[src/rtl/hazard_unit.sv]
// hazard_unit: stall/flush/forwarding control for the five-stage MIPS pipeline,
// plus the multiplier-busy scoreboard and a stall-cycle performance counter.
module hazard_unit #(
   parameter int CNT_W = 32
) (
   input  logic             clk,
   input  logic             rst,
   input  logic [1:0]       branchD,
   input  logic [4:0]       RsD,
   input  logic [4:0]       RtD,
   input  logic             RegWriteE,
   input  logic             RegWriteM,
   input  logic             RegWriteW,
   input  logic [3:0]       WBSrcE,
   input  logic [3:0]       WBSrcM,
   input  logic [4:0]       RsE,
   input  logic [4:0]       RtE,
   input  logic [4:0]       WriteRegE,
   input  logic [4:0]       WriteRegM,
   input  logic [4:0]       WriteRegW,
   input  logic             MultStartE,
   input  logic             MultDoneE,
   input  logic             hitM,
   output logic             stallF,
   output logic             stallD,
   output logic             stallE,
   output logic             stallM,
   output logic             stallW,
   output logic             flushE,
   output logic             forwardAD,
   output logic             forwardBD,
   output logic [1:0]       forwardAE,
   output logic [1:0]       forwardBE,
   output logic             mult_busy,
   output logic [CNT_W-1:0] stall_cycles
);

   logic             mult_busy_q, mult_busy_d;
   logic [CNT_W-1:0] stall_cycles_q, stall_cycles_d;

   logic lwstall, brstall, misswait, multwait, freeze;
   logic e_hits_d, m_hits_d;

   // Only bit0 (load) and bit2 (HI/LO move) of the write-back source matter here.
   logic unused_wbsrc;
   assign unused_wbsrc = ^{WBSrcE[3], WBSrcE[1], WBSrcM[3:1]};

   // Register $0 is hardwired to zero, so it never creates a dependency.
   function automatic logic reg_match(input logic [4:0] a, input logic [4:0] b);
      return (a != 5'd0) && (a == b);
   endfunction

   // Hazard conditions derived from the current pipeline contents.
   always_comb begin
      // NOTE: every variable gets a value on every path of a combinational block; a missed
      // branch would make synthesis infer a latch to hold the old value.
      e_hits_d = reg_match(WriteRegE, RsD) || reg_match(WriteRegE, RtD);
      m_hits_d = reg_match(WriteRegM, RsD) || reg_match(WriteRegM, RtD);
      lwstall  = RegWriteE && WBSrcE[0] && e_hits_d;
      brstall  = (branchD != 2'b00) &&
                 ((RegWriteE && e_hits_d) || (RegWriteM && WBSrcM[0] && m_hits_d));
      misswait = WBSrcM[0] && !hitM;
      multwait = mult_busy_q && WBSrcE[2] && !MultDoneE;
      freeze   = misswait || multwait;
   end

   // Stall/flush priority and forwarding selects; reset forces everything low.
   always_comb begin
      stallF    = 1'b0;
      stallD    = 1'b0;
      stallE    = 1'b0;
      stallM    = 1'b0;
      stallW    = 1'b0;
      flushE    = 1'b0;
      forwardAD = 1'b0;
      forwardBD = 1'b0;
      forwardAE = 2'b00;
      forwardBE = 2'b00;
      if (!rst) begin
         if (freeze) begin
            stallF = 1'b1;
            stallD = 1'b1;
            stallE = 1'b1;
            stallM = 1'b1;
            stallW = 1'b1;
         end else if (lwstall || brstall) begin
            stallF = 1'b1;
            stallD = 1'b1;
            flushE = 1'b1;
         end

         // Memory-stage result is newer than writeback, so it takes precedence.
         if (RegWriteM && reg_match(RsE, WriteRegM))      forwardAE = 2'b10;
         else if (RegWriteW && reg_match(RsE, WriteRegW)) forwardAE = 2'b01;
         if (RegWriteM && reg_match(RtE, WriteRegM))      forwardBE = 2'b10;
         else if (RegWriteW && reg_match(RtE, WriteRegW)) forwardBE = 2'b01;

         forwardAD = RegWriteM && reg_match(RsD, WriteRegM);
         forwardBD = RegWriteM && reg_match(RtD, WriteRegM);
      end
   end

   // Next-state for the multiplier scoreboard and the stall counter.
   always_comb begin
      mult_busy_d = mult_busy_q;
      // A start while frozen is not accepted; the instruction re-presents it once E moves.
      if (MultStartE && !freeze) mult_busy_d = 1'b1;
      else if (MultDoneE)        mult_busy_d = 1'b0;
      stall_cycles_d = stall_cycles_q + {{(CNT_W-1){1'b0}}, stallF};
   end

   // State registers with synchronous reset.
   always_ff @(posedge clk) begin
      // NOTE: sequential state uses non-blocking assignments so every flop samples
      // pre-edge values regardless of statement order.
      if (rst) begin
         mult_busy_q    <= 1'b0;
         stall_cycles_q <= '0;
      end else begin
         mult_busy_q    <= mult_busy_d;
         stall_cycles_q <= stall_cycles_d;
      end
   end

   assign mult_busy    = mult_busy_q;
   assign stall_cycles = stall_cycles_q;

endmodule

[config.mk]
export PLATFORM = sky130hd
export DESIGN_NAME = hazard_unit
export DESIGN_NICKNAME = d
export VERILOG_FILES = /design/src/rtl/hazard_unit.sv
export SDC_FILE = /design/constraint.sdc
export NUM_CORES = 1
export LEC_CHECK = 0
export ABC_AREA = 1
export CAP_MARGIN = 20
export CORE_MARGIN = 2
export CORE_UTILIZATION = 40
export CTS_BUF_LIST = sky130_fd_sc_hd__clkbuf_8 sky130_fd_sc_hd__clkbuf_16
export DETAILED_ROUTE_END_ITERATION = 12
export PLACE_DENSITY = 0.75
export SLEW_MARGIN = 30
export SYNTH_ARGS = -nofsm -noshare
export SYNTH_HDL_FRONTEND = slang
export SYNTH_SLANG_ARGS = --single-unit
[constraint.sdc]
create_clock -name clk -period 2.48 [get_ports clk]
set_input_delay 0.496 -clock clk [delete_from_list [all_inputs] [get_ports clk]]
set_output_delay 0.496 -clock clk [all_outputs]
set_load 0.005 [all_outputs]
Word level (Yosys, flattened, before mapping)
Cells that the tools add are included.
Widths: inputs -> output; s select.
{"block": "classes", "n_reduce_logical": 42, "mux": 17, "eq_ne": 10, "n_addsub": 1}
{"operator": "$eq 5x5->1", "n": 10}
{"operator": "$add 32x1->32", "n": 1}
{"operator": "$reduce_bool 5->1", "n": 6}
{"operator": "$logic_and 1x1->1", "n": 26}
{"operator": "$mux 1", "n": 13}
{"operator": "$mux 2", "n": 4}
{"operator": "$logic_or 1x1->1", "n": 5}
{"operator": "$reduce_bool 2->1", "n": 2}
{"operator": "$logic_not 1->1", "n": 3}
{"block": "totals", "in_bits": 53, "register_bits": 33, "word_cells": 72, "out_inout_bits": 45}

Logic depth before layout (Yosys ltp)
Gate-level depths: netlist (run 1).
{"block": "depth", "word_depth": 11, "ltp_mapped": 21, "depth_no_buf": 21}

Worst setup path before layout (run 1)
Ideal clock, no wire load.
{"block": "synth_timing", "path_kind": "in2reg", "start": "input port WriteRegM[4]", "end": "register stall_cycles_q[30] (netlist: stall_cycles[30])", "stages": 19, "arrival_time_ps": 2427, "n_path_buf": 1, "setup_ps": 131, "setup_slack_ps": -78, "required_ps": 2349, "path_cell_list": "clkbuf_1 -> xnor2_1 -> nand3_1 -> nand2_1 -> nand2_1 -> nand2_1 -> nand2_1 -> nand2_1 -> ha_1 -> ha_1 -> nand2_2 -> nor2_4 -> inv_4 -> nor2_8 -> inv_4 -> nor2_8 -> nand2_1 -> nand2_1 -> a21oi_2"}
{"block": "synth_via", "elab_chain_len": 11, "word_cells_on_any_way": 14, "classes_between": "add/sub: 1; eq/ne: 2; mux: 3; reduce/logical: 8"}
{"element": "start: declaration", "line": "19", "text": "input logic [4:0] WriteRegM,"}
{"element": "$eq 5x5->1 / $reduce_bool 5->1 (equally long branches)", "line": "50", "text": "return (a != 5'd0) && (a == b);"}
{"element": "$logic_and 1x1->1", "line": "50"}
{"element": "$logic_or 1x1->1 *", "line": "58", "text": "m_hits_d = reg_match(WriteRegM, RsD) || reg_match(WriteRegM, RtD);"}
{"element": "$logic_and 1x1->1 *", "line": "61", "text": "((RegWriteE && e_hits_d) || (RegWriteM && WBSrcM[0] && m_hits_d));"}
{"element": "$logic_or 1x1->1 *", "line": "61"}
{"element": "$logic_and 1x1->1 *", "line": "60", "text": "brstall = (branchD != 2'b00) &&"}
{"element": "$logic_or 1x1->1 *", "line": "86", "text": "end else if (lwstall || brstall) begin"}
{"element": "$mux 1 * (3 in series)"}
{"element": "named net stallD", "line": "25", "text": "output logic stallD,"}
{"element": "$add 32x1->32 *", "line": "109", "text": "stall_cycles_d = stall_cycles_q + {{(CNT_W-1){1'b0}}, stallF};"}
{"element": "end signal: assignment", "line": "121", "text": "stall_cycles_q <= stall_cycles_d;"}
{"element": "end: declaration", "line": "39", "text": "logic [CNT_W-1:0] stall_cycles_q, stall_cycles_d;"}
The timed path passes the listed nets; every way through them passes the cells marked *.
A chain may end at the register's enable or synchronous reset.

Worst setup path after layout (run 1)
{"block": "layout_timing", "start": "input port RegWriteE", "end": "output port flushE"}
{"block": "layout_via", "elab_chain_len": 7, "word_cells_on_any_way": 9, "classes_between": "mux: 3; reduce/logical: 6"}
{"element": "start: declaration", "line": "11", "text": "input logic RegWriteE,"}
{"element": "$logic_and 1x1->1", "line": "61"}
{"element": "$logic_or 1x1->1", "line": "61"}
{"element": "$logic_and 1x1->1", "line": "60"}
{"element": "$logic_or 1x1->1 *", "line": "86"}
{"element": "$mux 1 *", "line": "86"}
{"element": "$mux 1 *", "line": "80", "text": "if (freeze) begin"}
{"element": "$mux 1 *", "line": "79", "text": "if (!rst) begin"}
{"element": "end: declaration", "line": "29", "text": "output logic flushE,"}
Every way passes the cells marked *; elsewhere a longest branch is shown, timed or not.

==> impl_metrics.csv, run 1 <==
group,metric,value,unit
worst_setup_path,cp_max_fo,2,
sta,tns,0,ps
synth,synth_top_cell_by_area,"dfxtp_1",
sta,slew_viol_final,0,
worst_setup_path,path_buf_inv,5,
final_layout,syn2layout_area_growth,59.10,%
clock_network,clockBufferDepth,2,
clock_network,cts_tree,"done",
sta,worst_pin_slew,316.0,ps
global_routing,grt_max_degree,17,
placement,port_buffers,92,
global_routing,grt_pass1_wl,14.25,mm
placement,dp_hpwl,6.918,mm
synth,ys_seq_area_frac,0.2562,
clock_network,cts_hold_buffers,0,
clock_network,clock-sinks,33,
floorplan,ios,98,
synth,synth_area_leaders,"dfxtp_1 (26%), nand2_1 (19%), nor2_1 (8.7%)",
clock_network,htreeDepth,2,
clock_network,clk-insertion-delay-late,300,ps
clock_network,clk_pin_slew,70,ps
global_routing,grt_pass1_vias,3202,
worst_hold_path,min_path_type,"reg -> reg",
synth,netlist_area,2579,µm²
routing,routed-via-count,3343,
clock_network,root_buffer,"clkbuf_8",
sta,fmaxAchievable,0.4124,GHz
sta,relSlewSlack,0.7877,
clock_network,numCtsBuffers,5,
floorplan,core_area,6277,µm²
worst_setup_path,cp-end-kind,"primary output",
worst_setup_path,cp_slowest_cell,"clkdlybuf4s50_1",
power,pwr-share-seq,0.395,
synth,synthDistinctLibCells,36,
routing,viasPerCell,5.119,
worst_setup_path,startpoint_type,"primary input",
power,switching_share,0.2602,
floorplan,die_x,84.29,µm
run,maxCapViolCount,0,
worst_setup_path,ff2ff_setup_slack,470,ps
synth,syn_nets,487,
synth,synth_top_area_share,0.2562,
global_routing,grt-ovfl-total,0,
worst_setup_path,slowest_delay,460,ps
worst_setup_path,worstPathArrival,1930,ps
power,pwr_density_cell,331.1,nW/µm²
floorplan,num_rows,29,
final_layout,layout-drive-gt1-share,0.2292,
routing,finalWirelength,8.735,mm
routing,drc,0,
final_layout,n_antenna_cell,0,
synth,ys_ff_latch,33,
worst_setup_path,critPathTopFamily,"buffers and inverters",
synth,yosysWarnings,0,
sta,hold_viol,0,
routing,routedWlPerCell,13.38,µm
sta,period_share,0.9778,
global_routing,antenna_found_initial,0,
sta,fin_skew,9.497,ps
power,switching_power,353.4,µW
power,vdd_drop_max,0.0003242,V
power,power.internal,1.005,mW
sta,finalSetupViolations,0,
final_layout,finalNetCount,630,
power,power.leakage,1.951,nW
floorplan,start_util,0.4108,
routing,first_pass_iters,5,
placement,gp_congestion,0.9149,
sta,fin_crit,2425,ps
worst_setup_path,required,1980,ps
power,p_comb_frac,0.207,
synth,synthCells,432,
global_routing,track_usage,0.2441,
synth,synth.avg_cell_area,5.969,µm²
final_layout,finish.utilization,0.6536,
worst_setup_path,crit_top_cell,"buf_4",
power,clkPwrFrac,0.398,
routing,dr.first_iter.drc_count,241,
status,status,"completed",
routing,final_antenna_net_count,0,
floorplan,die_area,7105,µm²
worst_setup_path,path_cells,"clkdlybuf4s50_1 -> o21ai_1 -> a21oi_1 -> nand2_1 -> nand2_1 -> nand2_2 -> buf_4 -> buf_4 -> buf_4 -> nor2_1 -> clkbuf_2",
worst_setup_path,worst-setup-path-type,"in -> out",
floorplan,die_h,84.29,µm
==> Yosys cell counts, drive strengths merged <==
cell	n
nand2	137
nor2	68
inv	60
dfxtp	33
a21oi	29
nand3	15
nand4	14
o21ai	13
nor3	11
nand3b	10
xor2	9
xnor2	7
buf	4
clkbuf	4
o22ai	4
nor3b	3
ha	2
nor4	2
or2	2
a211oi	1
a31oi	1
and3	1
o211ai	1
o21a	1
==> worst register-to-register path, cell delays in order, from the launching register on <==
cell and delay (ps):
dfxtp_1 370, a31oi_2 110, nor2_2 140, inv_1 60, nand2_2 80, buf_6 100, ha_4 130, ha_4 140
nand2_4 60, nor2_4 170, inv_4 80, nor2_8 120, inv_4 60, nor2_8 110, nand2_1 60, nand2_1 80
a21oi_2 50
==> layout make-up <==
| class | instances | area, µm² |
|---|---|---|
| Fill cell | 568 | 2175 |
| Sequential cell | 33 | 660.6 |
| Inverter | 60 | 230.2 |
| Clock buffer | 6 | 82.58 |
| Timing Repair Buffer | 144 | 1247 |
| Clock inverter | 2 | 33.78 |
| Tap cell | 77 | 96.34 |
| Multi-Input combinational cell | 331 | 1752 |
==> metrics by stage <==
| stage | hold slack, ps | area, µm² | instances | power [mW] | worst slack (ps) |
|---|---|---|---|---|---|
| 2_1_floorplan | 463.2 | 2581 | 432 | 0.6549 | 18.67 |
| 3_3_place_gp | 460.4 | 3885 | 637 | 0.8192 | -389.1 |
| 3_5_place_dp | 474.7 | 3885 | 637 | 0.8232 | -468.7 |
| 4_1_cts | 484.0 | 4068 | 651 | 1.348 | -22.90 |
| 5_1_grt | 494.5 | 4103 | 653 | 1.413 | -40.55 |
| 6_report | 477.7 | 4103 | 653 | 1.358 | 54.98 |
==> per-layer routing <==
layer / global-route usage / vias to the layer above / routed length [µm]
li1: - / 1661 / -
met1: 0.3085 / 1502 / 3702
met2: 0.4185 / 157 / 4159
met3: 0.03736 / 23 / 599
met4: 0.09238 / 0 / 273
met5: 0 / - / 0
==> worst paths after layout <==
kind,from,cells after the start,to
max,RegWriteE,11,flushE
min,stall_cycles[31],2,stall_cycles[31]
max reg2reg,mult_busy,16,stall_cycles[30]
min reg2reg,stall_cycles[31],2,stall_cycles[31]
==> state kept, by name (all words and copies together) (netlist names) <==
register,flops
stall_cycles,32
mult_busy,1
==> cells in the final DEF (no fill, tap or decap), types with 9 or more instances in the layout <==
master           Yosys  layout
clkdlybuf4s50_1      0      47
nand4_1             13      13
a21oi_1             28      27
clkbuf_2             0      19
buf_4                3      48
nand3b_1             9       9
dlymetal6s2s_1       0      15
nand3_1             15      15
inv_1               56      49
nand2_1            133     128
dlygate4sd2_1        0       9
nor2_1              60      54
inv_2                2      10
nor2_2               4      10
o21ai_0             12      11
dfxtp_1             33      33
xor2_1               9       9
==> timing repair <==
action | in CTS | in global routing
setup endpoints to repair | 29 | 35
pin swaps | 17 | 30
gates resized for setup | 55 | 72
endpoints found under the hold margin | 0 | 0
buffers inserted | 6 | 3
==> power by group through the flow <==
stage / Sequential, mW / Combinational (mW) / Clock, mW
final: 0.537 / 0.281 / 0.540
after global routing: 0.537 / 0.310 / 0.566
after CTS: 0.536 / 0.275 / 0.536
after detailed placement: 0.548 / 0.276 / 0
after global placement: 0.548 / 0.272 / 0
after floorplan: 0.548 / 0.107 / 0
==> cells by family after synthesis <==
family                     count (synthesis)  share of synthesized area
buffers and inverters                     68                     0.1053
xor gates and xnor gates                  16                    0.05434
adders and majority gates                  2                   0.009702
and+or+nand+nor                          263                     0.4706
AOI/OAI and AO/OA                         50                     0.1038
DFF                                       33                     0.2562
(Power assumes the default switching activity.)
==> run 2: changes to the inputs <==
--- a/config.mk
+++ b/config.mk
@@ -11,6 +11,7 @@
 export CORE_UTILIZATION = 40
 export CTS_BUF_LIST = sky130_fd_sc_hd__clkbuf_8 sky130_fd_sc_hd__clkbuf_16
 export DETAILED_ROUTE_END_ITERATION = 12
+export GPL_ROUTABILITY_DRIVEN = 1
 export PLACE_DENSITY = 0.75
 export SLEW_MARGIN = 30
 export SYNTH_ARGS = -nofsm -noshare
==> results of run 2 <==
The final DEF is identical to that of run 1; final timing and power are the same.
==> run 3: changes to the inputs <==
--- a/config.mk
+++ b/config.mk
@@ -7,12 +7,14 @@
 export LEC_CHECK = 0
 export ABC_AREA = 1
 export CAP_MARGIN = 20
+export CELL_PAD_IN_SITES_DETAIL_PLACEMENT = 0
+export CELL_PAD_IN_SITES_GLOBAL_PLACEMENT = 1
 export CORE_MARGIN = 2
-export CORE_UTILIZATION = 40
+export CORE_UTILIZATION = 27
 export CTS_BUF_LIST = sky130_fd_sc_hd__clkbuf_8 sky130_fd_sc_hd__clkbuf_16
 export DETAILED_ROUTE_END_ITERATION = 12
 export GPL_ROUTABILITY_DRIVEN = 1
-export PLACE_DENSITY = 0.75
+export PLACE_DENSITY = 0.76
 export SLEW_MARGIN = 30
 export SYNTH_ARGS = -nofsm -noshare
 export SYNTH_HDL_FRONTEND = slang
==> run 3 against run 2 <==
Net effect: non-clock buffer count up 2; utilization decreased by 20 points; die area rose by 46%; sequential share of layout area decreased by 0.28 points; sequential power about the same; worst setup slack better by 39 ps; clock skew rose by 6.6 ps; combinational power about the same; global-route usage fell by 7.2 points; fmax increased by 1.6%; first-iteration DRC count fell by 48%; clock power down 24%; largest power group is now registers.
==> impl_metrics.csv, run 3 (synthesized netlist as in run 1, its figures left out) <==
group,metric,value,unit
status,status,"completed",
run,maxCapViolCount,0,
final_layout,syn2layout_area_growth,61.86,%
sta,whs,482.3,ps
global_routing,grt_pass1_wl,14.06,mm
floorplan,ios,98,
worst_hold_path,min_path_type,"reg -> reg",
floorplan,die_x,101.7,µm
power,pwr_density_cell,294.5,nW/µm²
placement,port_buffers,92,
worst_setup_path,cp-end-kind,"primary output",
floorplan,start_util,0.2791,
sta,fmaxAchievable,0.4190,GHz
sta,fin_crit,2386,ps
routing,routed-via-count,3195,
routing,drc,0,
global_routing,grt_max_degree,16,
power,power.leakage,1.901,nW
global_routing,grt.busiest_layer,"met2",
clock_network,clockBufferDepth,2,
clock_network,htreeDepth,2,
floorplan,num_rows,35,
final_layout,final_cells,707,
worst_setup_path,crit_top_cell,"nand2_1",
routing,finalWirelength,8.923,mm
final_layout,largest_register_ffs,32,
placement,dp_hpwl,7.408,mm
sta,fin_skew,16.08,ps
sta,relSlewSlack,0.7646,
clock_network,clk_pin_slew,80,ps
global_routing,use_met1,0.2426,
final_layout,final_cell_mix,"nand2_1 (126), nor2_1 (54), inv_1 (52)",
routing,final_antenna_net_count,0,
clock_network,cts_hold_buffers,0,
final_layout,finalNetCount,632,
global_routing,met3_usage,0.03934,
placement,preCtsSetupSlack,-579.2,ps
routing,dr.first_iter.drc_count,125,
routing,first_pass_iters,4,
final_layout,finish.utilization,0.4517,
sta,period_share,0.9623,
floorplan,die_h,101.7,µm
routing,viasPerCell,4.519,
placement,gp_congestion,0.8855,
global_routing,grtUsageMet2,0.2697,
final_layout,n_antenna_cell,0,
worst_setup_path,path_cells,"dlygate4sd2_1 -> xnor2_1 -> nand3_2 -> nand2_1 -> nand2_1 -> nand2_1 -> nand2_2 -> buf_4 -> buf_4 -> nor2_1 -> dlygate4sd2_1",
worst_setup_path,worstPathArrival,1890,ps
global_routing,grt_pass1_vias,2927,
worst_setup_path,cp_slowest_cell,"dlygate4sd2_1",
worst_setup_path,startpoint_type,"primary input",
clock_network,clk-insertion-delay-late,300,ps
placement,post-place-cells,691,
clock_network,numCtsBuffers,5,
worst_setup_path,cp_max_fo,2,
global_routing,antenna_found_initial,0,
clock_network,root_buffer,"clkbuf_8",
sta,slew_viol_final,0,
sta,worst_slack,93.53,ps
final_layout,final_common_cell,"nand2_1",
sta,hold_viol,0,
sta,rsz0062_at_grt,"yes",
global_routing,track_usage,0.1719,
floorplan,core_area,9240,µm²
final_layout,layout-drive-gt1-share,0.2301,
floorplan,die_area,10350,µm²
sta,worst_pin_slew,352.6,ps
clock_network,cts_tree,"done",
routing,routedWlPerCell,12.62,µm
global_routing,grt-ovfl-total,0,
worst_setup_path,worst-setup-path-type,"in -> out",
worst_setup_path,required,1980,ps
power,vdd_drop_max,0.0001628,V
sta,finalSetupViolations,0,
worst_setup_path,slowest_delay,260,ps
clock_network,clock-sinks,33,
[run 3: critical path, delay by kind of cell]
family / cells / cell delay [ps]
buf+inv: 4 / 750
xor+xnor: 1 / 210
simple gates: 6 / 430
[run 3: repair_timing]
action / in CTS / in global routing
gates resized for setup: 63 / 66
endpoints found under the setup margin: 34 / 35
pin swaps: 18 / 26
buffers inserted: 4 / 5
[run 3: per-layer routing]
metal,wire (µm),share of wire
met5,0,0
met4,68,0.0076
met3,508,0.057
met2,3797,0.43
met1,4549,0.51
[run 3: final cells by class]
class	instances	area, µm²
Multi-Input combinational cell	331	1770
Timing Repair Buffer	146	1265
Clock buffer	5	68.82
Tap cell	129	161.4
Fill cell	962	5066
Clock inverter	3	17.52
Inverter	60	230.2
Sequential cell	33	660.6
[run 3: where the power goes]
part           leakage, nW  switching, mW  internal (mW)
Combinational         1.59          0.131          0.151
Clock               0.0439          0.216          0.194
Sequential           0.266        0.00426          0.533
Total                 1.90          0.352          0.878
[run 3: stage by stage]
| step | TNS [ps] | instance area [µm²] | power, mW |
|---|---|---|---|
| detailed placement | -15470 | 3965 | 0.8275 |
| finish | 0 | 4174 | 1.229 |
| global route | -87.87 | 4174 | 1.293 |
| floorplan | 0 | 2581 | 0.6549 |
| global placement | -13600 | 3965 | 0.8277 |
| CTS | 0 | 4108 | 1.232 |
[run 3: path summary, 6_finish.rpt]
path | endpoint | cells after the start | slack, ps | from
setup / recovery | flushE | 11 | 90 | RsD[4]
hold / removal | stall_cycles[31] | 2 | 480 | stall_cycles[31]
setup reg to reg | stall_cycles[30] | 16 | 450 | mult_busy
hold reg to reg | stall_cycles[31] | 2 | 480 | stall_cycles[31]
